`config.mk`:
```
export PLATFORM = sky130hd
export DESIGN_NAME = mul_div_unit
export DESIGN_NICKNAME = d
export VERILOG_FILES = /design/src/rtl/mul_div_unit.sv
export SDC_FILE = /design/constraint.sdc
export NUM_CORES = 1
export LEC_CHECK = 0
export CAP_MARGIN = 5
export CORE_ASPECT_RATIO = 1.25
export CORE_MARGIN = 4
export CORE_UTILIZATION = 40
export DETAILED_ROUTE_END_ITERATION = 16
export PLACE_DENSITY_LB_ADDON = 0.15
export SLEW_MARGIN = 20
export SYNTH_ARGS = -nofsm -noshare
export SYNTH_HDL_FRONTEND = slang
export SYNTH_SLANG_ARGS = --single-unit
```
`constraint.sdc`:
```
create_clock -name clk_i -period 10.4 [get_ports clk_i]
set_clock_uncertainty 0.05 [all_clocks]
set_input_delay 2.6 -clock clk_i [delete_from_list [all_inputs] [get_ports clk_i]]
set_output_delay 2.6 -clock clk_i [all_outputs]
set_load 0.01 [all_outputs]
```
`src/rtl/mul_div_unit.sv`:
```
// rtl/mul_div_unit.sv - iterative RISC-V M-extension multiply/divide unit
// One product/quotient bit per cycle; results are handed off through a valid/ready handshake.
module mul_div_unit #(
    parameter int XLEN = 32
) (
    input  logic            clk_i,
    input  logic            rst_i,
    input  logic            valid_i,
    output logic            ready_o,
    input  logic [2:0]      op_i,
    input  logic [XLEN-1:0] rs1_i,
    input  logic [XLEN-1:0] rs2_i,
    input  logic            kill_i,
    output logic            valid_o,
    input  logic            ready_i,
    output logic [XLEN-1:0] result_o,
    output logic            busy_o
);
    localparam int CW = $clog2(XLEN);
    localparam logic [XLEN-1:0] MOST_NEG = {1'b1, {(XLEN-1){1'b0}}};
    localparam logic [CW-1:0] LAST = CW'(XLEN-1);

    typedef enum logic [1:0] {IDLE, CALC, FIX, DONE} state_t;
    state_t state, next_state;

    logic [CW-1:0]     cnt;
    logic [2:0]        op_q;
    logic              a_neg, b_neg;
    logic [XLEN-1:0]   opb;
    logic [2*XLEN-1:0] acc;
    logic [XLEN-1:0]   res;

    logic            accept, signed_a, signed_b, in_a_neg, in_b_neg, div_zero, div_ovf, special;
    logic [XLEN-1:0] mag_a, mag_b, special_res;

    always_comb begin
        accept      = valid_i && (state == IDLE) && !kill_i;
        signed_a    = op_i[2] ? !op_i[0] : !(op_i[1] && op_i[0]);
        signed_b    = op_i[2] ? !op_i[0] : !op_i[1];
        in_a_neg    = signed_a && rs1_i[XLEN-1];
        in_b_neg    = signed_b && rs2_i[XLEN-1];
        mag_a       = in_a_neg ? -rs1_i : rs1_i;
        mag_b       = in_b_neg ? -rs2_i : rs2_i;
        div_zero    = op_i[2] && (rs2_i == '0);
        div_ovf     = op_i[2] && !op_i[0] && (rs1_i == MOST_NEG) && (rs2_i == '1);
        special     = div_zero || div_ovf;
        special_res = div_zero ? (op_i[1] ? rs1_i : '1) : (op_i[1] ? '0 : MOST_NEG);
    end

    // acc holds {partial product, multiplier} for MUL ops and {remainder, dividend/quotient} for DIV ops
    logic [XLEN:0]     mul_sum, div_shift;
    logic              div_ge;
    logic [XLEN-1:0]   div_diff, quo, rem, fix_res;
    logic [2*XLEN-1:0] step_acc, prod;

    always_comb begin
        mul_sum   = {1'b0, acc[2*XLEN-1:XLEN]} + (acc[0] ? {1'b0, opb} : '0);
        div_shift = acc[2*XLEN-1:XLEN-1];
        div_ge    = div_shift >= {1'b0, opb};
        div_diff  = XLEN'(div_shift - {1'b0, opb});
        if (op_q[2]) begin
            step_acc = div_ge ? {div_diff, acc[XLEN-2:0], 1'b1}
                              : {div_shift[XLEN-1:0], acc[XLEN-2:0], 1'b0};
        end else begin
            step_acc = {mul_sum, acc[XLEN-1:1]};
        end
        prod = (a_neg ^ b_neg) ? -acc : acc;
        quo  = (a_neg ^ b_neg) ? -acc[XLEN-1:0] : acc[XLEN-1:0];
        rem  = a_neg ? -acc[2*XLEN-1:XLEN] : acc[2*XLEN-1:XLEN];
        case (op_q)
            3'b000:                 fix_res = prod[XLEN-1:0];
            3'b001, 3'b010, 3'b011: fix_res = prod[2*XLEN-1:XLEN];
            3'b100, 3'b101:         fix_res = quo;
            default:                fix_res = rem;
        endcase
    end

    always_comb begin
        next_state = state;
        case (state)
            IDLE: if (accept) next_state = special ? DONE : CALC;
            CALC: begin
                if (kill_i)           next_state = IDLE;
                else if (cnt == LAST) next_state = FIX;
            end
            FIX:  next_state = kill_i ? IDLE : DONE;
            DONE: if (kill_i || (valid_o && ready_i)) next_state = IDLE;
            default: next_state = IDLE;
        endcase
    end

    always_ff @(posedge clk_i or posedge rst_i) begin
        if (rst_i) begin
            state <= IDLE;
            cnt   <= '0;
            op_q  <= '0;
            a_neg <= 1'b0;
            b_neg <= 1'b0;
            opb   <= '0;
            acc   <= '0;
            res   <= '0;
        end else begin
            state <= next_state;
            if (accept) begin
                op_q  <= op_i;
                a_neg <= in_a_neg;
                b_neg <= in_b_neg;
                cnt   <= '0;
                if (special) begin
                    res <= special_res;
                end else if (op_i[2]) begin
                    acc <= {{XLEN{1'b0}}, mag_a};
                    opb <= mag_b;
                end else begin
                    acc <= {{XLEN{1'b0}}, mag_b};
                    opb <= mag_a;
                end
            end else if (state == CALC) begin
                cnt <= cnt + CW'(1);
                acc <= step_acc;
            end else if (state == FIX) begin
                res <= fix_res;
            end
        end
    end

    // valid_o trails entry into DONE by one edge; result_o only moves when a result is presented
    always_ff @(posedge clk_i or posedge rst_i) begin
        if (rst_i) begin
            ready_o  <= 1'b1;
            busy_o   <= 1'b0;
            valid_o  <= 1'b0;
            result_o <= '0;
        end else begin
            ready_o <= (next_state == IDLE);
            busy_o  <= (next_state == CALC) || (next_state == FIX);
            valid_o <= (state == DONE) && !kill_i && !(valid_o && ready_i);
            if ((state == DONE) && !valid_o && !kill_i) result_o <= res;
        end
    end
endmodule
```
* Word-level counts from Yosys, hierarchy flattened
Cells that the tools add are included.
Operators by class: $add $sub $neg 8, order comparisons 1, equality and inequality tests 16, muxes and demuxes 32, bitwise logic cells 2, reductions and logical operators 34
Operators with widths (number):
- $mux 32 | 14
- $mux 64 | 6
- $neg 32->32 | 4
- $pmux 32 s3 | 1
- $eq 32x32->1 const B | 2
- $neg 64->64 | 1
- $add 32x32->33 | 1
- $ge 33x32->1 | 1
- $logic_not 32->1 | 1
- $sub 32x32->32 | 1
- $logic_and 1x1->1 | 14
- $mux 2 | 6
- $mux 5 | 2
- $pmux 2 s4 | 1
- $eq 2x2->1 const B | 3
- $eq 3x2->1 const B | 2
- $eq 3x3->1 const B | 2
- $logic_not 1->1 | 6
- $add 5x1->5 const B | 1
- $eq 5x5->1 const B | 1
- $eq 2x1->1 const B | 2
- $logic_not 2->1 | 2
- $ne 2x2->1 const B | 2
- $reduce_and 2->1 | 2
- other kinds (11) | 15
Storage, ports and cells: bits in registers 175, bits of input ports 72, output and inout port bits 35, logic and storage cells 105

* Depth between registers and ports, before layout
depth after elaboration 10, depth in mapped cells 14, depth with buffers taken out 13

* Worst setup path after synthesis
OpenSTA, ideal clock, no wires.
kind input-to-reg, start point input port rs1_i[7], end point register res[31], library setup time 124 ps, arrival 4909 ps, required time 10226 ps, path slack 5317 ps, stages 10, buffers on the path 1, cells stage by stage or4_4 -> or4_4 -> or3_1 -> o32ai_2 -> nand2_1 -> and2_1 -> buf_2 -> a211oi_1 -> a21oi_1 -> o31a_1
On the way: word-level cells in the longest chain between the ends 6
RTL lines:
- start, declared | line 11 | input logic [XLEN-1:0] rs1_i,
- $eq 32x32->1 | line 45 | div_ovf = op_i[2] && !op_i[0] && (rs1_i == MOST_NEG) && (rs2_i == '1);
- $logic_and 1x1->1 (2 in series) | line 45
- $logic_or 1x1->1 | line 46 | special = div_zero || div_ovf;
- $ne 2x1->1 (no line)
- $reduce_and 3->1 (no line)
- end signal, assigned | line 110 | res <= special_res;
- end signal, assigned | line 122 | res <= fix_res;
- end, declared | line 31 | logic [XLEN-1:0] res;
Every way passes these cells. A chain may end at the register's enable or synchronous reset.

* Final worst setup path
start point input port rs1_i[7], end point register acc[3]
On the way: word-level cells in the longest chain between the ends 6
RTL lines:
- $eq 32x32->1 | line 45
- $logic_and 1x1->1 (2 in series) | line 45
- $logic_or 1x1->1 | line 46
- $ne 2x2->1 (no line)
- $reduce_and 2->1 (no line)
- end signal, assigned | line 112 | acc <= {{XLEN{1'b0}}, mag_a};
- end signal, assigned | line 115 | acc <= {{XLEN{1'b0}}, mag_b};
- end signal, assigned | line 120 | acc <= step_acc;
- end, declared | line 30 | logic [2*XLEN-1:0] acc;
Every way passes these cells.

==> flow_summary.ini <==
[yosys]
ys_seq_elements = 175
synthCells = 2000
yosysSeqAreaShare = 0.275
synth_ff_type = dfrtp_1
yosysUniqueCellTypes = 84
yosysWarnings = 0
syn-cell-area_sq_um = 15900
async_reset_ff_frac = 1.00
synth_fp_nets = 2146
avgSynthCellArea_sq_um = 7.97
synth_edf_count = 0

[power]
switching_share = 0.529
clock_power_share = 0.100
power.internal_mw = 3.08
p_sw_mw = 3.46
power_leakage_nw = 7.22
peakVddDrop_uv = 144
powerDensity_nw_per_um2 = 367
combPwrFrac = 0.670
sequentialPowerShare = 0.229

[timing]
fmax_mhz = 153
fin_crit_ns = 6.54
setup_viol = 0
finalSetupTns_ns = 0
slew_headroom = 0.279
rsz0062_at_grt = no
worst_pin_slew_ns = 1.08
final_max_slew_viol_count = 0
finalCritPeriodShare = 0.629
finalHoldViolations = 0

[clocking]
ctsResizeCount = 0
clkSinkCount = 175
clk_latency_ns = 0.46
cts_hold_buf = 0
root_buffer = clkbuf_16
cts_tree = done
post-cts-setup-buffer-count = 0
clock_path_buffers = 2
htree_levels = 4
path_clk_slew_ns = 0.07
cts_buffers = 17

[global_route]
grt_max_degree = 70
grt_pass1_vias = 15000
grt_overflow_total = 0
grt_util_all_layers = 0.281
antenna_found_initial = 0
grt_pass1_wl_mm = 93.8

[worst_setup_path]
path_max_fanout = 59
worstSetupEndpointType = flop
worstPathArrival_ns = 6.82
r2r_slack_ns = 5.70
critPathLaunchType = input pin
required_ns = 10.67
setup.worst_path.class = input pin to flop

[die]
rows = 81
ios = 107
die_height_um = 231
dieArea_sq_um = 43100
fp.coreArea_sq_um = 39200
dieWidth_um = 187
start_util = 0.406

[route]
avgRoutedWirePerCell_um = 24.9
drtIter0Drc = 1702
antenna_left = 0
vias_per_cell = 6.27
drcViolationCount = 0
vias = 15800
wirelength_mm = 62.7
drtPass1Iterations = 7

[final_layout]
nNetsFinal = 2151
layoutNonFillerInstCount = 2517
area_growth_pct = 11.7
drive_gt1_frac = 0.0699
multiInputGateArea_sq_um = 10700
fillCellCount = 3931
stdcell_area_sq_um = 17800
seqCellArea_sq_um = 4380

[placement]
gp_congestion = 0.936
dp_cells = 2484
dp_hpwl_mm = 48.0
dpl-instance-area_sq_um = 17200
io_buffers = 106

[run_status]
outcome = finished clean

[hold_path]
min_path_type = flop to flop

[run]
cap_violations = 0
## cell families after synthesis
logic type | Yosys count | synth area share
adders and majority gates | 74 | 0.0590
muxes | 96 | 0.0639
buffers and inverters | 218 | 0.0553
and+or+nand+nor | 562 | 0.170
DFF | 175 | 0.275
AOI/OAI and AO/OA | 683 | 0.272
xor gates and xnor gates | 192 | 0.105
## worst max-delay path, cell delays in order
cell             delay (ns)
clkdlybuf4s50_1        0.51
or4_4                  0.60
or4_4                  0.46
or3_1                  0.39
o32ai_2                0.32
or2_2                  0.82
nand2_2                0.64
o21ai_0                0.32
o21ai_0                0.11
## power by group through the flow
stage	registers (mW)	logic, mW	clock network (mW)
6_report	1.50	4.39	0.656
5_1_grt	1.53	4.80	0.688
4_1_cts	1.48	4.34	0.662
3_5_place_dp	1.50	4.32	0
3_3_place_gp	1.49	4.29	0
2_1_floorplan	1.22	3.22	0
## metal layers
| layer | vias to the layer above | share of wire | global-route usage |
|---|---|---|---|
| li1 | 7339 | - | - |
| met4 | 0 | 0.050 | 0.122 |
| met1 | 7665 | 0.42 | 0.358 |
| met3 | 129 | 0.054 | 0.0294 |
| met5 | - | 0 | 0 |
| met2 | 647 | 0.48 | 0.488 |
## sequential cells by signal, indices dropped and copies added (netlist names), 2 cells and up
| signal | cells |
|---|---|
| acc | 64 |
| cnt | 5 |
| op_q | 3 |
| opb | 32 |
| res | 32 |
| result_o | 32 |
| state | 2 |
## cells in the mapped netlist (23+ instances only)
library cell    n  area share
a21o_1         29       0.014
o211ai_1       28       0.013
a21oi_1       172       0.054
nor2_1        168       0.040
o22ai_1        23      0.0090
a31oi_1        26       0.010
or3_1          23      0.0090
nand3_1        28      0.0088
nand4_1        33       0.013
ha_1           72       0.057
o31ai_1        31       0.015
clkbuf_1      109       0.026
mux2_2         46       0.032
nand2_1       187       0.044
a211oi_1       30       0.014
nor3_1         28      0.0088
xor2_1         83       0.046
dfrtp_1       174        0.27
o21ai_0       193       0.061
xnor2_1       109       0.060
inv_1          75       0.018
mux2i_1        50       0.031
## stage by stage
stage / hold slack [ns] / util / power (mW) / setup WS [ns]
floorplan: 0.383 / - / 4.44 / 3.01
detailed placement: 0.409 / 0.440 / 5.82 / 3.46
CTS: 0.425 / 0.454 / 6.49 / 3.93
global placement: 0.398 / 0.440 / 5.78 / 3.51
finish: 0.423 / 0.454 / 6.54 / 3.86
global route: 0.455 / 0.454 / 7.01 / 3.29
## final timing paths
check	depth (start not counted)	endpoint	from
max in group asynchronous	3	op_q[2]$_DFFE_PP0P_	rst_i
min reg2reg	2	res[4]$_DFFE_PP0P_	res[4]$_DFFE_PP0P_
min	2	res[4]$_DFFE_PP0P_	res[4]$_DFFE_PP0P_
max reg2reg	10	acc[47]$_DFFE_PP0P_	acc[43]$_DFFE_PP0P_
min in group asynchronous	2	result_o[15]$_DFFE_PP0P_	rst_i
max	9	acc[3]$_DFFE_PP0P_	rs1_i[7]
## cells in the final DEF, fill, tap and decap left out, types with 50 or more instances in the layout
master / synthesis / routed
xnor2_1: 109 / 108
a21oi_1: 172 / 172
nand2_1: 187 / 187
xor2_1: 83 / 82
clkdlybuf4s50_1: 0 / 105
mux2i_1: 50 / 50
nor2_1: 168 / 166
ha_1: 72 / 72
dfrtp_1: 174 / 173
o21ai_0: 193 / 193
inv_1: 75 / 74
## area by class of cell
| type | instances | share of cell area |
|---|---|---|
| multi-input combinational | 1607 | 0.602 |
| clock inverter | 12 | 0.00695 |
| antenna | 1 | 0.000140 |
| inverter | 75 | 0.0161 |
| clock buffer | 20 | 0.0251 |
| tap | 498 | 0.0350 |
| timing repair buffer | 129 | 0.0690 |
| sequential | 175 | 0.246 |
Note: power is estimated with default switching activity, not from simulation.
